--- config.mk ---
export PLATFORM = sky130hd
export DESIGN_NAME = vector_ram_stream_ctrl_flat
export DESIGN_NICKNAME = d
export VERILOG_FILES = /design/src/rtl/vector_ram_stream_ctrl_if.sv /design/src/rtl/vector_ram_stream_ctrl.sv /design/src/flat_wrapper.sv
export SDC_FILE = /design/constraint.sdc
export NUM_CORES = 1
export LEC_CHECK = 0
export ABC_AREA = 1
export BUFFER_PORTS_ARGS = -buffer_cell sky130_fd_sc_hd__clkbuf_2
export CAP_MARGIN = 0
export CORE_AREA = 2 2 243 245
export CTS_CLUSTER_DIAMETER = 120
export DETAILED_ROUTE_END_ITERATION = 10
export DIE_AREA = 0 0 245 247
export GPL_TIMING_DRIVEN = 0
export HOLD_SLACK_MARGIN = 0.15
export SYNTH_ARGS = -nofsm -noshare
export SYNTH_HDL_FRONTEND = slang
export SYNTH_SLANG_ARGS = --single-unit
--- constraint.sdc ---
create_clock -name clk -period 4.4 [get_ports clk]
set_clock_uncertainty 0.2 [all_clocks]
set_input_delay 0.66 -clock clk [delete_from_list [all_inputs] [get_ports clk]]
set_output_delay 0.66 -clock clk [all_outputs]
set_load 0.005 [all_outputs]
--- src/rtl/vector_ram_stream_ctrl_if.sv ---
// Purpose: handshake and data bundle between vector_ram_stream_ctrl and its
//          command source, write/read streams and the vector RAM slave port.
// Latency: none (pure wiring).
// Backpressure: valid/ready on cmd, wr, rd, vr request and vr read-return channels.
// Ports (signals):
//   cmd_*  : command channel (valid/ready, write flag, element base, beat count)
//   wr_*   : write-data stream into the controller
//   rd_*   : read-data stream out of the controller, rd_last marks the final beat
//   vr_*   : vector RAM request (valid/ready/write/addr/wdata) and read return
// Modports: master = controller side, slave = environment (source/sink/RAM).
interface vector_ram_stream_ctrl_if #(
  parameter int PARALLELISM = 4,
  parameter int DATA_WIDTH  = 32,
  parameter int ADDR_WIDTH  = 16,
  parameter int LEN_WIDTH   = 16
);
  logic                              cmd_valid;
  logic                              cmd_ready;
  logic                              cmd_write;
  logic [ADDR_WIDTH-1:0]             cmd_base;
  logic [LEN_WIDTH-1:0]              cmd_len;

  logic                              wr_valid;
  logic                              wr_ready;
  logic [PARALLELISM*DATA_WIDTH-1:0] wr_data;

  logic                              rd_valid;
  logic                              rd_ready;
  logic [PARALLELISM*DATA_WIDTH-1:0] rd_data;
  logic                              rd_last;

  logic                              vr_valid;
  logic                              vr_ready;
  logic                              vr_write;
  logic [PARALLELISM*ADDR_WIDTH-1:0] vr_addr;
  logic [PARALLELISM*DATA_WIDTH-1:0] vr_wdata;
  logic                              vr_rvalid;
  logic [PARALLELISM*DATA_WIDTH-1:0] vr_rdata;
  logic                              vr_rready;

  modport master (
    input  cmd_valid, cmd_write, cmd_base, cmd_len,
    input  wr_valid, wr_data,
    input  rd_ready,
    input  vr_ready, vr_rvalid, vr_rdata,
    output cmd_ready, wr_ready,
    output rd_valid, rd_data, rd_last,
    output vr_valid, vr_write, vr_addr, vr_wdata, vr_rready
  );

  modport slave (
    output cmd_valid, cmd_write, cmd_base, cmd_len,
    output wr_valid, wr_data,
    output rd_ready,
    output vr_ready, vr_rvalid, vr_rdata,
    input  cmd_ready, wr_ready,
    input  rd_valid, rd_data, rd_last,
    input  vr_valid, vr_write, vr_addr, vr_wdata, vr_rready
  );
endinterface

--- src/rtl/vector_ram_stream_ctrl.sv ---
// Purpose: sweeps a contiguous vector-RAM region in PARALLELISM-wide beats;
//          write commands forward the wr stream to the RAM, read commands issue
//          read beats and stream returned data out on rd.
// Latency: command accepted in 1 cycle, first RAM request the next cycle; write
//          data and read returns pass through combinationally; done pulses the
//          cycle after the last beat completes.
// Backpressure: wr_ready follows vr_ready, vr_rready follows rd_ready; read issue
//          stalls once MAX_OUTSTANDING beats are in flight.
// Ports:
//   clk, rst_n : clock, synchronous active-low reset
//   bus        : vector_ram_stream_ctrl_if.master (cmd, wr, rd and vr channels)
//   busy_o     : high whenever a command is being processed
//   done_o     : one-cycle pulse on command completion
module vector_ram_stream_ctrl #(
  parameter int PARALLELISM     = 4,
  parameter int DATA_WIDTH      = 32,
  parameter int ADDR_WIDTH      = 16,
  parameter int LEN_WIDTH       = 16,
  parameter int MAX_OUTSTANDING = 8
) (
  input  logic                      clk,
  input  logic                      rst_n,
  vector_ram_stream_ctrl_if.master  bus,
  output logic                      busy_o,
  output logic                      done_o
);

  localparam int LOG2P = $clog2(PARALLELISM);
  localparam int OFFW  = LEN_WIDTH + LOG2P;
  localparam int OW    = $clog2(MAX_OUTSTANDING + 1);

  typedef enum logic [1:0] {
    S_IDLE  = 2'd0,
    S_WRITE = 2'd1,
    S_READ  = 2'd2,
    S_DONE  = 2'd3
  } state_e;

  state_e                state_q, state_d;
  logic [ADDR_WIDTH-1:0] base_q, base_d;
  logic [LEN_WIDTH-1:0]  len_q, len_d;
  logic [LEN_WIDTH-1:0]  issue_cnt_q, issue_cnt_d;
  logic [LEN_WIDTH-1:0]  ret_cnt_q, ret_cnt_d;
  logic [OW-1:0]         outst_q, outst_d;

  logic [LEN_WIDTH-1:0]  last_idx;
  logic [OFFW-1:0]       beat_off;
  logic                  issue_en;
  logic                  issue_fire;
  logic                  ret_fire;

  assign last_idx = len_q - LEN_WIDTH'(1);

  // Element offset of lane 0 for the current beat; the final cast to
  // ADDR_WIDTH gives the silent modulo wrap of the address space.
  assign beat_off = OFFW'(issue_cnt_q) << LOG2P;

  always_comb begin
    for (int i = 0; i < PARALLELISM; i++) begin
      bus.vr_addr[i*ADDR_WIDTH +: ADDR_WIDTH] = base_q + ADDR_WIDTH'(beat_off) + ADDR_WIDTH'(i);
    end
  end

  // Data paths are plain pass-through; only the handshakes are gated by state.
  assign bus.vr_wdata = bus.wr_data;
  assign bus.rd_data  = bus.vr_rdata;

  always_comb begin
    state_d     = state_q;
    base_d      = base_q;
    len_d       = len_q;
    issue_cnt_d = issue_cnt_q;
    ret_cnt_d   = ret_cnt_q;
    outst_d     = outst_q;

    issue_en    = 1'b0;
    issue_fire  = 1'b0;
    ret_fire    = 1'b0;

    bus.cmd_ready = 1'b0;
    bus.wr_ready  = 1'b0;
    bus.rd_valid  = 1'b0;
    bus.rd_last   = 1'b0;
    bus.vr_valid  = 1'b0;
    bus.vr_write  = 1'b0;
    bus.vr_rready = 1'b0;
    busy_o        = 1'b1;
    done_o        = 1'b0;

    case (state_q)
      S_IDLE: begin
        busy_o        = 1'b0;
        bus.cmd_ready = 1'b1;
        if (bus.cmd_valid) begin
          base_d      = bus.cmd_base;
          len_d       = bus.cmd_len;
          issue_cnt_d = '0;
          ret_cnt_d   = '0;
          outst_d     = '0;
          if (bus.cmd_len == '0) begin
            state_d = S_DONE;
          end else if (bus.cmd_write) begin
            state_d = S_WRITE;
          end else begin
            state_d = S_READ;
          end
        end
      end

      S_WRITE: begin
        bus.vr_valid = bus.wr_valid;
        bus.wr_ready = bus.vr_ready;
        bus.vr_write = 1'b1;
        if (bus.wr_valid && bus.vr_ready) begin
          issue_cnt_d = issue_cnt_q + LEN_WIDTH'(1);
          if (issue_cnt_q == last_idx) begin
            state_d = S_DONE;
          end
        end
      end

      S_READ: begin
        // Issue is gated only by internal counters so vr_valid never
        // depends on vr_ready.
        issue_en      = (issue_cnt_q < len_q) && (outst_q < OW'(MAX_OUTSTANDING));
        issue_fire    = issue_en && bus.vr_ready;
        ret_fire      = bus.vr_rvalid && bus.rd_ready;
        bus.vr_valid  = issue_en;
        bus.rd_valid  = bus.vr_rvalid;
        bus.vr_rready = bus.rd_ready;
        bus.rd_last   = bus.vr_rvalid && (ret_cnt_q == last_idx);

        if (issue_fire) begin
          issue_cnt_d = issue_cnt_q + LEN_WIDTH'(1);
        end
        if (ret_fire) begin
          ret_cnt_d = ret_cnt_q + LEN_WIDTH'(1);
        end
        case ({issue_fire, ret_fire})
          2'b10:   outst_d = outst_q + OW'(1);
          2'b01:   outst_d = outst_q - OW'(1);
          default: outst_d = outst_q;
        endcase
        // The final return implies every beat was issued already.
        if (ret_fire && (ret_cnt_q == last_idx)) begin
          state_d = S_DONE;
        end
      end

      S_DONE: begin
        done_o  = 1'b1;
        state_d = S_IDLE;
      end

      default: begin
        state_d = S_IDLE;
      end
    endcase
  end

  always_ff @(posedge clk) begin
    if (!rst_n) begin
      state_q     <= S_IDLE;
      base_q      <= '0;
      len_q       <= '0;
      issue_cnt_q <= '0;
      ret_cnt_q   <= '0;
      outst_q     <= '0;
    end else begin
      state_q     <= state_d;
      base_q      <= base_d;
      len_q       <= len_d;
      issue_cnt_q <= issue_cnt_d;
      ret_cnt_q   <= ret_cnt_d;
      outst_q     <= outst_d;
    end
  end

endmodule

--- src/flat_wrapper.sv ---
// flat-port wrapper written by rule: the top's interface ports become plain ports
module vector_ram_stream_ctrl_flat 
#(
  parameter int PARALLELISM     = 4,
  parameter int DATA_WIDTH      = 32,
  parameter int ADDR_WIDTH      = 16,
  parameter int LEN_WIDTH       = 16,
  parameter int MAX_OUTSTANDING = 8
)
  (clk, rst_n, busy_o, done_o, bus_cmd_valid, bus_cmd_write, bus_cmd_base, bus_cmd_len, bus_wr_valid, bus_wr_data, bus_rd_ready, bus_vr_ready, bus_vr_rvalid, bus_vr_rdata, bus_cmd_ready, bus_wr_ready, bus_rd_valid, bus_rd_data, bus_rd_last, bus_vr_valid, bus_vr_write, bus_vr_addr, bus_vr_wdata, bus_vr_rready);
  vector_ram_stream_ctrl_if #(.PARALLELISM(PARALLELISM), .DATA_WIDTH(DATA_WIDTH), .ADDR_WIDTH(ADDR_WIDTH), .LEN_WIDTH(LEN_WIDTH)) bus_i ();
  input  logic clk;
  input  logic rst_n;
  output logic busy_o;
  output logic done_o;
  input wire logic [$bits(bus_i.cmd_valid)-1:0] bus_cmd_valid;
  input wire logic [$bits(bus_i.cmd_write)-1:0] bus_cmd_write;
  input wire logic [$bits(bus_i.cmd_base)-1:0] bus_cmd_base;
  input wire logic [$bits(bus_i.cmd_len)-1:0] bus_cmd_len;
  input wire logic [$bits(bus_i.wr_valid)-1:0] bus_wr_valid;
  input wire logic [$bits(bus_i.wr_data)-1:0] bus_wr_data;
  input wire logic [$bits(bus_i.rd_ready)-1:0] bus_rd_ready;
  input wire logic [$bits(bus_i.vr_ready)-1:0] bus_vr_ready;
  input wire logic [$bits(bus_i.vr_rvalid)-1:0] bus_vr_rvalid;
  input wire logic [$bits(bus_i.vr_rdata)-1:0] bus_vr_rdata;
  output wire logic [$bits(bus_i.cmd_ready)-1:0] bus_cmd_ready;
  output wire logic [$bits(bus_i.wr_ready)-1:0] bus_wr_ready;
  output wire logic [$bits(bus_i.rd_valid)-1:0] bus_rd_valid;
  output wire logic [$bits(bus_i.rd_data)-1:0] bus_rd_data;
  output wire logic [$bits(bus_i.rd_last)-1:0] bus_rd_last;
  output wire logic [$bits(bus_i.vr_valid)-1:0] bus_vr_valid;
  output wire logic [$bits(bus_i.vr_write)-1:0] bus_vr_write;
  output wire logic [$bits(bus_i.vr_addr)-1:0] bus_vr_addr;
  output wire logic [$bits(bus_i.vr_wdata)-1:0] bus_vr_wdata;
  output wire logic [$bits(bus_i.vr_rready)-1:0] bus_vr_rready;
  assign bus_i.cmd_valid = bus_cmd_valid;
  assign bus_i.cmd_write = bus_cmd_write;
  assign bus_i.cmd_base = bus_cmd_base;
  assign bus_i.cmd_len = bus_cmd_len;
  assign bus_i.wr_valid = bus_wr_valid;
  assign bus_i.wr_data = bus_wr_data;
  assign bus_i.rd_ready = bus_rd_ready;
  assign bus_i.vr_ready = bus_vr_ready;
  assign bus_i.vr_rvalid = bus_vr_rvalid;
  assign bus_i.vr_rdata = bus_vr_rdata;
  assign bus_cmd_ready = bus_i.cmd_ready;
  assign bus_wr_ready = bus_i.wr_ready;
  assign bus_rd_valid = bus_i.rd_valid;
  assign bus_rd_data = bus_i.rd_data;
  assign bus_rd_last = bus_i.rd_last;
  assign bus_vr_valid = bus_i.vr_valid;
  assign bus_vr_write = bus_i.vr_write;
  assign bus_vr_addr = bus_i.vr_addr;
  assign bus_vr_wdata = bus_i.vr_wdata;
  assign bus_vr_rready = bus_i.vr_rready;
  vector_ram_stream_ctrl #(.PARALLELISM(PARALLELISM), .DATA_WIDTH(DATA_WIDTH), .ADDR_WIDTH(ADDR_WIDTH), .LEN_WIDTH(LEN_WIDTH), .MAX_OUTSTANDING(MAX_OUTSTANDING)) u_core (.clk(clk), .rst_n(rst_n), .bus(bus_i), .busy_o(busy_o), .done_o(done_o));
endmodule
Yosys cells after proc, flatten, opt, wreduce, memory -nomap -nowiden
Index checks and enable logic that the tools add are counted.
{"block": "word_totals", "regBits": 70, "in_bits": 296, "word_cells": 71}
{"block": "classes", "n_addsub": 9, "magnitude_cmp": 2, "eq_ne": 14, "n_mux": 25, "n_reduce_logical": 15}
{"op": "16-bit 2-to-1 mux", "count": 4}
{"op": "16-bit by 1-bit adder with 16-bit output (second input constant)", "count": 3}
{"op": "16-bit one-hot mux with 3 select lines", "count": 1}
{"op": "16-bit by 2-bit adder with 16-bit output (second input constant)", "count": 2}
{"op": "16-bit == test", "count": 2}
{"op": "16-bit one-hot mux with 2 select lines", "count": 1}
{"op": "16-bit adder", "count": 1}
{"op": "16-bit zero test", "count": 1}
{"op": "16-bit less-than comparator", "count": 1}
{"op": "4-bit one-hot mux with 2 select lines", "count": 2}
{"op": "16-bit by 1-bit subtractor with 16-bit output (second input constant)", "count": 1}
{"op": "2-bit 2-to-1 mux", "count": 6}
{"op": "2-bit by 1-bit != test with 1-bit output (second input constant)", "count": 5}
{"op": "1-bit 2-to-1 mux", "count": 8}
{"op": "2-bit one-hot mux with 4 select lines", "count": 1}
{"op": "4-bit AND reduction", "count": 2}
{"op": "2-bit == test (second input constant)", "count": 3}
{"op": "1-bit logical AND", "count": 6}
{"op": "3-bit AND reduction", "count": 2}
{"op": "4-bit by 1-bit adder with 4-bit output (second input constant)", "count": 1}
{"op": "2-bit by 1-bit == test with 1-bit output (second input constant)", "count": 2}
{"op": "4-bit less-than comparator (second input constant)", "count": 1}
{"op": "4-bit 2-to-1 mux", "count": 1}
{"op": "4-bit by 1-bit subtractor with 4-bit output (second input constant)", "count": 1}
{"op": "other kinds (7)", "count": 7}

Logic depth before layout (Yosys ltp)
{"block": "logic_depth", "word_depth": 6, "ltp_mapped": 20}

Worst setup path before layout
OpenSTA, ideal clock, no wires.
{"block": "synth_path", "path_type": "reg2out", "start": "register u_core.issue_cnt_q[0]", "end": "output port bus_vr_addr[45]", "arrival_time_ns": 2.496, "required_ns": 3.540, "slack_ns": 1.044, "stages_incl_launch_ff": 15, "path_cell_list": "dfxtp_1 ha_1 fa_1 nand3_1 nand2_2 a21oi_4 xnor2_4 nand2_2 nor2_4 nand2_2 nor3_4 buf_6 nand3_1 nand2_1 inv_1"}
{"block": "synth_between", "elab_chain_len": 2}
{"item": "start: declaration", "line": "vector_ram_stream_ctrl.sv:42", "source": "logic [LEN_WIDTH-1:0] issue_cnt_q, issue_cnt_d;"}
{"item": "start signal: assignment", "line": "vector_ram_stream_ctrl.sv:173", "source": "issue_cnt_q <= issue_cnt_d;"}
{"item": "16-bit adder"}
{"item": "via bus_vr_addr[8]", "line": "flat_wrapper.sv:33", "source": "output wire logic [$bits(bus_i.vr_addr)-1:0] bus_vr_addr;"}
{"item": "16-bit by 2-bit adder with 16-bit output", "line": "vector_ram_stream_ctrl.sv:60", "source": "bus.vr_addr[i*ADDR_WIDTH +: ADDR_WIDTH] = base_q + ADDR_WIDTH'(beat_off) + ADDR_WIDTH'(i);"}
{"item": "end: declaration", "line": "flat_wrapper.sv:33"}
The timed path passes the listed nets, and every way through them passes these cells.

Worst setup path in the final report
{"block": "layout_path", "start": "register u_core.issue_cnt_q[0]", "end": "output port bus_vr_addr[63]"}
{"block": "layout_between", "elab_chain_len": 2}
{"item": "16-bit adder", "line": "vector_ram_stream_ctrl.sv:60"}
{"item": "16-bit by 2-bit adder with 16-bit output", "line": "vector_ram_stream_ctrl.sv:60"}
Every way passes these cells.

==> results.toml <==
[outcome]
outcome = "completed"

[placement]
gp_routability_congestion = 0.923
dp_hpwl_microns = 27800
io_buffers = 368
dp_slack_ns = 0.421
placed_area_sq_um = 10900

[timing]
setup_ws_ns = 0.307
drv_slew = 0
finalSetupViolCount = 0
hold_slack_ns = 0.279
fin_crit_sh = 0.930
finalHoldViolations = 0
tightestPinTransition_ns = 0.739
finalCriticalPeriod_ns = 4.09
fmax_ghz = 0.244
grt_setup_unrepaired = "no"
finalSetupTns_ns = 0
slew_headroom = 0.507

[finish]
nNetsFinal = 1959
post-route-util = 0.193
drive_above_1_share = 0.415
stdcell_area_sq_um = 11200
syn_to_final_growth_pct = 39.4

[synthesis]
synth_edf_count = 0
synth_area_sq_um = 8040
synth_top_area_cell = "buf_4"
yosys_warnings = 0
synth_fp_nets = 1577
synth_area_leaders = "buf_4 24%, dfxtp_1 17%, nand2_1 11%"
ys_top_cells_by_count = "260 x buf_4, 227 x nand2_1, 141 x nor2_1"
yosys_most_used_dff = "dfxtp_1"
synth_most_common_cell = "buf_4"
synthArstFlopShare = 0
synth.top_cell.area_share = 0.243
syn-instance-count = 1236
synth-seq-cells = 70
syn_avg_cell_area_sq_um = 6.51
ys_seq_area_frac = 0.174
ys_types = 43

[min_path]
hold_path_class = "reg2reg"

[cts]
cts_max_path_buffers = 2
clk_latency_ns = 0.35
htree_num_levels = 3
cts_made_buffers = 9
cts_root_buf = "clkbuf_16"
path_clk_slew_ns = 0.06
cts_sinks = 70
cts_tree = "built"

[critical_path]
path_max_fanout = 7
cp-start-kind = "register"
crit_path_end_kind = "output port"
worstPathRequired_ns = 3.54
cp_data_arrival_time_ns = 3.23
critPathKind = "reg2out"

[floorplan]
die-area_sq_um = 60500
ios = 625
core_region_area_sq_um = 58200
die_h_microns = 247
num_rows = 89
initial_core_util = 0.138
fp.dieW_microns = 245

[drt]
wl_per_cell_microns = 13.1
num_vias = 8759
drtAntennaViolNets = 0
wirelength_microns = 31500
drt_pass1_iterations = 7
via_per_inst = 3.65
route.detailed.drc = 0
drt_iter0_markers = 446

[global_routing]
grt_max_degree = 13
grt.overflow.total = 0
grt_pass1_vias = 7592
grt_pass1_wl_microns = 44600
antenna_found_initial = 6
grt.total_usage = 0.0968

[pwr]
p_leak_nw = 5.77
cellPowerDensity_nw_per_um2 = 352
ir_drop_uv = 213

[flow_run]
drv_cap = 0
final timing paths:
check / cells after the start / start / slack [ns] / endpoint
max: 15 / u_core.issue_cnt_q[0]$_SDFFE_PN0P_ / 0.31 / bus_vr_addr[63]
min: 2 / u_core.outst_q[2]$_SDFFE_PN0P_ / 0.28 / u_core.outst_q[2]$_SDFFE_PN0P_
max reg2reg: 19 / u_core.len_q[7]$_SDFFE_PN0P_ / 1.10 / u_core.outst_q[3]$_SDFFE_PN0P_
min reg2reg: 2 / u_core.outst_q[2]$_SDFFE_PN0P_ / 0.28 / u_core.outst_q[2]$_SDFFE_PN0P_
per-layer routing:
metal	track usage	up-vias	wire, microns
met5	0	-	49
met4	0.0188	8	539
met3	0.0215	36	2220
met1	0.126	3883	13800
li1	-	4481	-
met2	0.164	351	14800
sequential cells by signal (all words and copies together), names as in the netlist:
| signal | cells |
|---|---|
| u_core.issue_cnt_q | 16 |
| u_core.ret_cnt_q | 16 |
| u_core.outst_q | 4 |
| u_core.len_q | 16 |
| u_core.base_q | 16 |
| u_core.state_q | 2 |
placed cells by master, fill, tap and decap left out, drive strengths merged, types with 2 or more instances in the layout:
cell | synthesis | layout
clkbuf | 17 | 395
buf | 263 | 266
nand2 | 230 | 230
nor2 | 145 | 145
inv | 111 | 111
nand3 | 102 | 102
a21oi | 73 | 73
dfxtp | 70 | 70
o21ai | 52 | 52
xor2 | 45 | 45
ha | 44 | 44
nor3 | 21 | 21
nand4 | 15 | 15
xnor2 | 13 | 13
nor4 | 8 | 8
nand3b | 7 | 7
clkinv | 2 | 5
a21o | 3 | 3
nor3b | 3 | 3
a211oi | 2 | 2
and3 | 2 | 2
or2 | 2 | 2
bufinv | 0 | 2
cell families after synthesis:
kind of cell | Yosys count | synth area share
AO/OA/AOI/OAI | 134 | 0.0905
adder cells (fa/ha/maj) | 45 | 0.0709
buffers and inverters | 393 | 0.306
XOR/XNOR | 58 | 0.0711
AND/OR/NAND/NOR | 536 | 0.287
flip-flops | 70 | 0.174
worst max-delay path: stages, from the launching register on:
cell	delay [ns]
dfxtp_1	0.38
ha_1	0.25
fa_1	0.41
nand3_1	0.11
nand2_2	0.10
a21oi_4	0.24
xnor2_4	0.21
nand2_2	0.13
nor2_4	0.19
nand2_2	0.09
nor3_4	0.24
buf_4	0.17
nand3_1	0.06
nand2_1	0.08
nand2_1	0.10
clkbuf_2	0.13
repair_timing:
action | in CTS | in global routing
buffers inserted | 0 | 3
hold buffers | 0 | 0
resized for setup | 0 | 5
endpoints found under the setup margin | 0 | 8
cell type report:
class	count	area, sq um
sequential	70	1400
inverter	113	424
clock buffer	10	229
multi-input combinational	773	4210
antenna	1	2.50
buffer	280	2040
timing repair buffer	371	1860
fill	6621	47000
tap	773	967
clock inverter	6	86.3
per-stage QoR:
stage	power, mW	std cells
2_1_floorplan	2.35	1236
3_3_place_gp	3.20	2377
3_5_place_dp	3.20	2377
4_1_cts	3.99	2393
5_1_grt	4.32	2396
6_report	3.95	2397
power breakdown:
part | switching [mW] | internal, mW | total [mW]
registers | 0.102 | 0.734 | 0.836
clock network | 0.287 | 0.495 | 0.782
logic | 1.44 | 0.896 | 2.33
total | 1.83 | 2.13 | 3.95
Power figures use the tool's default switching activity.
